--- config.mk ---
export PLATFORM = sky130hd
export DESIGN_NAME = id_stage_pipe
export DESIGN_NICKNAME = d
export VERILOG_FILES = /design/src/rtl/id_stage_pipe.sv
export SDC_FILE = /design/constraint.sdc
export NUM_CORES = 2
export LEC_CHECK = 0
export ABC_AREA = 0
export CORE_MARGIN = 2
export CORE_UTILIZATION = 40
export CTS_BUF_LIST = sky130_fd_sc_hd__clkbuf_4
export DETAILED_ROUTE_END_ITERATION = 12
export PLACE_DENSITY_LB_ADDON = 0.08
export SYNTH_ARGS = -nofsm -noshare
export SYNTH_HDL_FRONTEND = slang
export SYNTH_SLANG_ARGS = --single-unit
--- constraint.sdc ---
create_clock -name i_clk -period 4.8 [get_ports i_clk]
set_clock_uncertainty 0.2 [all_clocks]
set_input_delay 0.96 -clock i_clk [delete_from_list [all_inputs] [get_ports i_clk]]
set_output_delay 0.96 -clock i_clk [all_outputs]
set_load 0.02 [all_outputs]
--- src/rtl/id_stage_pipe.sv ---
// ---------------------------------------------------------------------------
// id_stage_pipe
// Instruction-decode stage sitting between IF/ID and EX: register file,
// immediate sign-extension, branch-target adder, main decoder, load-use
// hazard detection and the ID/EX pipeline register with valid/hold/flush.
//
// Optional feature: define RF_BYPASS_EN to make register-file reads of the
// register currently being written return the write data (write-through).
// Without it, such a read returns the pre-write value.
//
// Ports
//   i_clk, i_rst_n        clock, asynchronous active-low reset
//   i_valid, i_instr      instruction from IF/ID and its valid flag
//   i_next_pc             PC+4 of the instruction
//   i_reg_write/_reg/_data  write-back port into the register file
//   i_flush               squash the instruction entering ID/EX
//   i_ex_hold             downstream stall, ID/EX keeps its contents
//   o_stall               load-use stall request towards IF
//   o_valid ... o_EX_control  ID/EX register contents
// ---------------------------------------------------------------------------
module id_stage_pipe #(
    parameter int DATA_W   = 32,
    parameter int NREG     = 32,
    parameter int IMM_W    = 16,
    parameter int BR_SHIFT = 2,
    localparam int REG_AW  = $clog2(NREG)
) (
    input  logic              i_clk,
    input  logic              i_rst_n,
    input  logic              i_valid,
    input  logic [31:0]       i_instr,
    input  logic [DATA_W-1:0] i_next_pc,
    input  logic              i_reg_write,
    input  logic [REG_AW-1:0] i_write_reg,
    input  logic [DATA_W-1:0] i_write_data,
    input  logic              i_flush,
    input  logic              i_ex_hold,
    output logic              o_stall,
    output logic              o_valid,
    output logic [DATA_W-1:0] o_branch_pc,
    output logic [DATA_W-1:0] o_read_data1,
    output logic [DATA_W-1:0] o_read_data2,
    output logic [DATA_W-1:0] o_imm,
    output logic [REG_AW-1:0] o_sou_reg,
    output logic [REG_AW-1:0] o_tar_reg,
    output logic [REG_AW-1:0] o_des_reg,
    output logic [1:0]        o_WB_control,
    output logic [2:0]        o_MEM_control,
    output logic [3:0]        o_EX_control
);

    // ---------------- instruction fields ----------------
    logic [5:0]        w_op;
    logic [REG_AW-1:0] w_rs, w_rt, w_rd;
    logic [IMM_W-1:0]  w_imm_raw;
    logic [DATA_W-1:0] w_imm_ext;
    logic [DATA_W-1:0] w_branch_pc;

    assign w_op      = i_instr[31:26];
    assign w_rs      = i_instr[21 +: REG_AW];
    assign w_rt      = i_instr[16 +: REG_AW];
    assign w_rd      = i_instr[11 +: REG_AW];
    assign w_imm_raw = i_instr[IMM_W-1:0];
    assign w_imm_ext = {{(DATA_W-IMM_W){w_imm_raw[IMM_W-1]}}, w_imm_raw};
    assign w_branch_pc = i_next_pc + (w_imm_ext << BR_SHIFT);

    // ---------------- register file ----------------
    // One flop word per register; entry 0 never has its write enable asserted
    // so it stays at zero and synthesis trims it.
    logic [DATA_W-1:0] r_rf [NREG];

    generate
        for (genvar gi = 0; gi < NREG; gi++) begin : g_rf
            always_ff @(posedge i_clk or negedge i_rst_n) begin
                if (!i_rst_n) begin
                    r_rf[gi] <= '0;
                end else if (i_reg_write && (gi != 0) && (i_write_reg == REG_AW'(gi))) begin
                    r_rf[gi] <= i_write_data;
                end
            end
        end
    endgenerate

    logic [DATA_W-1:0] w_rd_data1, w_rd_data2;

`ifdef RF_BYPASS_EN
    logic w_byp1, w_byp2;
    assign w_byp1 = i_reg_write && (i_write_reg != '0) && (i_write_reg == w_rs);
    assign w_byp2 = i_reg_write && (i_write_reg != '0) && (i_write_reg == w_rt);
    assign w_rd_data1 = w_byp1 ? i_write_data : r_rf[w_rs];
    assign w_rd_data2 = w_byp2 ? i_write_data : r_rf[w_rt];
`else
    assign w_rd_data1 = r_rf[w_rs];
    assign w_rd_data2 = r_rf[w_rt];
`endif

    // ---------------- main decoder ----------------
    logic [1:0] w_wb_ctl;
    logic [2:0] w_mem_ctl;
    logic [3:0] w_ex_ctl;

    always_comb begin
        w_wb_ctl  = 2'b00;
        w_mem_ctl = 3'b000;
        w_ex_ctl  = 4'b0000;
        case (w_op)
            6'b000000: begin w_wb_ctl = 2'b01; w_mem_ctl = 3'b000; w_ex_ctl = 4'b0101; end
            6'b100011: begin w_wb_ctl = 2'b11; w_mem_ctl = 3'b010; w_ex_ctl = 4'b1000; end
            6'b101011: begin w_wb_ctl = 2'b00; w_mem_ctl = 3'b100; w_ex_ctl = 4'b1000; end
            6'b000100: begin w_wb_ctl = 2'b00; w_mem_ctl = 3'b001; w_ex_ctl = 4'b0010; end
            6'b001000: begin w_wb_ctl = 2'b01; w_mem_ctl = 3'b000; w_ex_ctl = 4'b1000; end
            default:   begin w_wb_ctl = 2'b00; w_mem_ctl = 3'b000; w_ex_ctl = 4'b0000; end
        endcase
    end

    // ---------------- ID/EX register ----------------
    logic              r_valid;
    logic [DATA_W-1:0] r_branch_pc, r_read_data1, r_read_data2, r_imm;
    logic [REG_AW-1:0] r_sou_reg, r_tar_reg, r_des_reg;
    logic [1:0]        r_wb_ctl;
    logic [2:0]        r_mem_ctl;
    logic [3:0]        r_ex_ctl;

    // Load-use: the load in EX (MemRead) targets a register this instruction
    // reads. rt is compared regardless of op, which is conservative.
    logic w_stall;
    assign w_stall = i_valid && r_valid && r_mem_ctl[1] && (r_tar_reg != '0) &&
                     ((r_tar_reg == w_rs) || (r_tar_reg == w_rt));

    // Controls are only propagated for a real, unsquashed, unstalled instruction.
    logic w_ctl_en;
    assign w_ctl_en = i_valid && !i_flush && !w_stall;

    always_ff @(posedge i_clk or negedge i_rst_n) begin
        if (!i_rst_n) begin
            r_valid      <= 1'b0;
            r_branch_pc  <= '0;
            r_read_data1 <= '0;
            r_read_data2 <= '0;
            r_imm        <= '0;
            r_sou_reg    <= '0;
            r_tar_reg    <= '0;
            r_des_reg    <= '0;
            r_wb_ctl     <= '0;
            r_mem_ctl    <= '0;
            r_ex_ctl     <= '0;
        end else if (i_flush || !i_ex_hold) begin
            // Flush beats hold; data fields load in every non-hold case.
            r_valid      <= w_ctl_en;
            r_branch_pc  <= w_branch_pc;
            r_read_data1 <= w_rd_data1;
            r_read_data2 <= w_rd_data2;
            r_imm        <= w_imm_ext;
            r_sou_reg    <= w_rs;
            r_tar_reg    <= w_rt;
            r_des_reg    <= w_rd;
            r_wb_ctl     <= w_ctl_en ? w_wb_ctl  : 2'b00;
            r_mem_ctl    <= w_ctl_en ? w_mem_ctl : 3'b000;
            r_ex_ctl     <= w_ctl_en ? w_ex_ctl  : 4'b0000;
        end
    end

    assign o_stall       = w_stall;
    assign o_valid       = r_valid;
    assign o_branch_pc   = r_branch_pc;
    assign o_read_data1  = r_read_data1;
    assign o_read_data2  = r_read_data2;
    assign o_imm         = r_imm;
    assign o_sou_reg     = r_sou_reg;
    assign o_tar_reg     = r_tar_reg;
    assign o_des_reg     = r_des_reg;
    assign o_WB_control  = r_wb_ctl;
    assign o_MEM_control = r_mem_ctl;
    assign o_EX_control  = r_ex_ctl;

endmodule

Word-level counts from Yosys, hierarchy flattened:

Cells that the tools add are included.
Widths: inputs -> output; s select.

* add/sub/neg operators: 1
* order comparisons: 2
* equal/unequal tests: 37
* muxes and demuxes: 12
* bitwise operators: 2
* reduce and logical (&&, ||, !) cells: 46

Operators with widths (number)
* $bmux 32 s5: 2
* $mux 32: 4
* $eq 5x5->1 const B: 16
* $eq 5x4->1 const B: 8
* $logic_and 1x1->1: 37
* $add 32x32->32: 1
* $eq 5x3->1 const B: 4
* $eq 6x6->1 const B: 2
* $ge 6x6->1 const B: 2
* $not 5->6: 2
* $pmux 4 s3: 1
* $eq 5x2->1 const B: 2
* $eq 5x5->1: 2
* $pmux 3 s3: 1
* $eq 6x3->1 const B: 1
* $eq 6x4->1 const B: 1
* $logic_not 6->1: 1
* $eq 5x1->1 const B: 1
* $reduce_bool 5->1: 1
* $mux 4: 1
* $pmux 2 s2: 1
* $logic_not 1->1: 3
* $mux 3: 1
* $reduce_or 3->1: 1
* 3 further kinds: 4

* flip-flop bits (word level): 1129
* bits of input ports: 107
* output and inout port bits: 154
* logic and storage cells: 142

Depth between registers and ports, before layout:

* depth after elaboration: 7
* gate-level depth with buffers: 10
* gate-level depth less buffers: 10

Least setup slack after synthesis:

No wires, ideal clock.

* kind: in2out
* from: in i_instr[21]
* to: out o_stall
* arrival time: 1.905 ns
* data required time: 3.640 ns
* setup slack: 1.735 ns
* cell stages on the path: 7
* path buffers: 3
* path through: buf_4 > buf_6 > buf_6 > xor2_1 > nor3_1 > o21ai_1 > inv_1

* word-level cells in the longest chain between the ends: 3

Ends and longest elaborated chain
* from (decl): RTL line 31 `input logic [31:0] i_instr,`
* $eq 5x5->1: RTL line 128 `((r_tar_reg == w_rs) || (r_tar_reg == w_rt));`
* $logic_or 1x1->1: RTL line 128
* $logic_and 1x1->1: RTL line 127 `assign w_stall = i_valid && r_valid && r_mem_ctl[1] && (r_tar_reg != '0) &&`
* to (decl): RTL line 38 `output logic o_stall,`

Every way passes these cells.

Worst setup path after layout:

* from: reg r_tar_reg[1] (netlist: o_tar_reg[1])
* to: out o_stall

* word-level cells in the longest chain between the ends: 3
* elaborated cells on any way between the ends: 6
* those cells by class: eq/ne (2); reduce/logical (4)

Ends and longest elaborated chain
* from (decl): RTL line 119 `logic [REG_AW-1:0] r_sou_reg, r_tar_reg, r_des_reg;`
* from (signal assigned): RTL line 155 `r_tar_reg <= w_rt;`
* $eq 5x5->1 / $reduce_bool 5->1 (equally long branches): RTL line 128, 127
* $logic_or 1x1->1 / $logic_and 1x1->1 (equally long branches): RTL line 128, 127
* $logic_and 1x1->1 *: RTL line 127

Mark *: on every way between the ends. The rest lies on a longest branch, timed or not.

==> summary.txt <==
Timing
  • Slew HR: 13.4%
  • Setup TNS: 0 ns
  • RSZ-0062 raised after global routing: no
  • Final Hold Viols: 0
  • Final setup viols: 0
  • Fmax achieved: 0.224 GHz
  • Final worst path period share: 93.2%
  • Min Tclk post-route: 4.47 ns
  • Slew @ Worst Pin: 1.30 ns
  • Final worst slack: 0.329 ns
  • Final slew viol count: 0
  • WHS: 0.139 ns

Synthesis
  • Synth Area in XOR/XNOR: 0.499%
  • Netlist cell types: 53
  • Post-synthesis mux area share: 41.4%
  • Area share of fa/ha/maj cells after synthesis: 0.642%
  • Mapped Nets: 4303
  • Top-count cell post-synth: dfrtp_1
  • Synth Area per Inst: 14.3 sq um
  • Synth Warn #: 32
  • Share of the synthesized area in the top cell type: 47.1%
  • Mapped Cells: 4166
  • Most frequent cells after synthesis: dfrtp_1 (1123), mux2_2 (934), mux4_2 (502)
  • Async set-reset flop share out of synthesis: 100%
  • Post-Syn Area: 59700 sq um
  • Largest family of logic cells by synthesized area: multiplexers
  • Ranking of synthesized cells by area: dfrtp_1 (47%), mux4_2 (19%), mux2_2 (18%), mux2_1 (3.3%), nand2_1 (1.7%)
  • Leading area contributor after synthesis: dfrtp_1
  • Post-synth EDFFs: 0
  • Synth Flop Type: dfrtp_1
  • Sequential cell area fraction in the yosys report: 47.1%
  • Compound-gate portion of the synthesized area: 3.51%
  • Simple logic cell fraction of the synthesized area: 3.69%
  • Yosys reg bits: 1123

Routing
  • Initial DRC count: 2509
  • Antenna-violating nets left: 0
  • Drt pass-1 iters: 5
  • Vias per cell: 5.86
  • Remaining DRCs: 0
  • Detailed-route wire length: 198000 um
  • Vias after detailed routing: 38957
  • WL/cell: 29.8 um

Power
  • Power Total: 27.8 mW
  • P_leak: 30.0 nW
  • Power Dens Cells: 404 nW/um^2
  • Max VDD drop: 181 uV

Placement
  • Place WS: 0.742 ns
  • Placed Instances: 6055
  • Port Buffer Count: 260
  • GPL Wtd Cong: 0.804
  • Post-DP HPWL: 114000 um

Clocking
  • Clock sink count: 1123
  • Root buf cell: clkbuf_4
  • Worst-Skew Late Latency: 1.30 ns
  • Clk buf depth: 4
  • CTS tree: built
  • CTS buffer count: 341
  • Worst-path clk slew: 0.06 ns
  • H-Tree Depth: 5

Critical path
  • Worst path cell trace: xnor2_1, nand3_1, nor3_1, buf_4, o21ai_2, inv_1, clkdlybuf4s50_1
  • Critical Path AT: 3.31 ns
  • Crit end category: output port
  • Slowest stage cell, crit path: dfrtp_1
  • Crit path kind: flip-flop to output port
  • Critical Path Max Stage Delay: 0.65 ns
  • Worst path bufs/invs: 3
  • Worst-path fanout max: 5
  • Critical path startpoint: o_tar_reg[1]
  • Required time of the critical path: 3.64 ns
  • Top delay family on crit path: buffers and inverters
  • R2R Path Start: r_rf[304]
  • Startpoint Class: flip-flop

Global routing
  • Routing usage on met1: 36.7%
  • Largest net degree at the start of global routing: 116
  • Met2 Use GR: 41.6%
  • GRT overflow: 0
  • Met3 Resource Use GR: 5.93%
  • Vias in the first global route: 40951
  • First-pass GRT wire length: 291000 um
  • Global routing's busiest layer: met2
  • Initial antenna violation count: 22
  • Gr usage total: 26.3%

Cells and area
  • Final #Nets: 4622
  • Post-route insts no fill: 6650
  • Ratio of cells with drive above 1 in the final layout: 45.0%
  • Area growth syn-to-layout: 15.3%
  • Max reg flops: 992
  • Largest Register: r_rf

Floorplan
  • Num ports: 261
  • Die height: 390 um
  • Die Area: 152000 sq um
  • Core box area: 148000 sq um
  • Core Rows: 141
  • Initial core utilization: 40.4%
  • Die width: 390 um

Min path
  • HP Class: primary input to async pin

Flow run
  • Max-cap violations: 0

Outcome
  • Status: completed
[cells by family (layout without fill, tap and decap cells)]
family,Yosys count,after routing
and+or+nand+nor,511,511
xor gates and xnor gates,34,34
muxes,1700,1700
other,0,12
adders and majority gates,30,30
AOI/OAI and AO/OA,331,331
buffers and inverters,437,979
DFF,1123,1123
[report_power, final]
| part | total [mW] | switching [mW] | leakage, nW | internal [mW] |
|---|---|---|---|---|
| sequential | 12.6 | 1.30 | 14.3 | 11.3 |
| clock | 9.03 | 4.26 | 2.42 | 4.76 |
| combinational | 6.22 | 2.57 | 13.3 | 3.65 |
[layer usage]
metal  part of all wire (%)  up-vias
met5                  0.030        -
met4                    2.0       12
met3                    5.9      262
met2                     47     1132
met1                     45    20972
li1                       -    16579
[timing repair]
item	4_1_cts	5_1_grt
gates resized for setup	0	1
hold buffers	17	0
setup buffers	0	0
endpoints found under the setup margin	0	1
endpoints found under the hold margin	304	0
[worst paths after layout]
kind / end / slack (ns) / cells after the start
min in group i_clk: o_sou_reg[0] / 0.15 / 4
max in group asynchronous: o_branch_pc[14] / 3.10 / 4
worst min-delay path: r_rf[160] / 0.14 / 2
worst max register to register: o_read_data1[16] / 2.44 / 6
worst max-delay path: o_stall / 0.33 / 7
worst min register to register: o_imm[8] / 0.27 / 2
[worst register-to-register path: stages, from the launching register on]
cell and delay, ns:
dfrtp_1 0.40, mux4_2 0.48, mux2_2 0.27, o21ai_1 0.48, nand2_1 0.13, o21ai_1 0.13
a21oi_1 0.09
[layout make-up]
| type | instances | area [sq um] |
|---|---|---|
| diodes | 12 | 30.0 |
| clock buffers | 493 | 3700 |
| clock inverters | 73 | 329 |
| fillers | 13356 | 79000 |
| inverters | 8 | 30.0 |
| multi-input cells | 2606 | 29900 |
| flip-flops and latches | 1123 | 28100 |
| well taps | 1930 | 2410 |
| repair buffers | 405 | 4290 |
[cells in the final DEF (no fill, tap or decap), types with 43 or more instances in the layout]
cell type,instances
mux4_2,502
buf_12,43
dfrtp_1,1123
clkbuf_4,493
nand2_1,254
clkdlybuf4s50_1,249
a21oi_1,109
nor2_1,106
clkinv_1,65
o21ai_1,56
mux2_2,934
buf_4,87
mux2i_1,91
a22o_1,45
mux2_1,173
[stage by stage]
step | instance area (sq um) | utilization [%]
after floorplan | 59700 | -
after global placement | 64600 | 43.7
after detailed placement | 64600 | 43.7
after CTS | 68800 | 46.5
after global routing | 68800 | 46.5
final | 68800 | 46.5
Power figures use the tool's default switching activity.
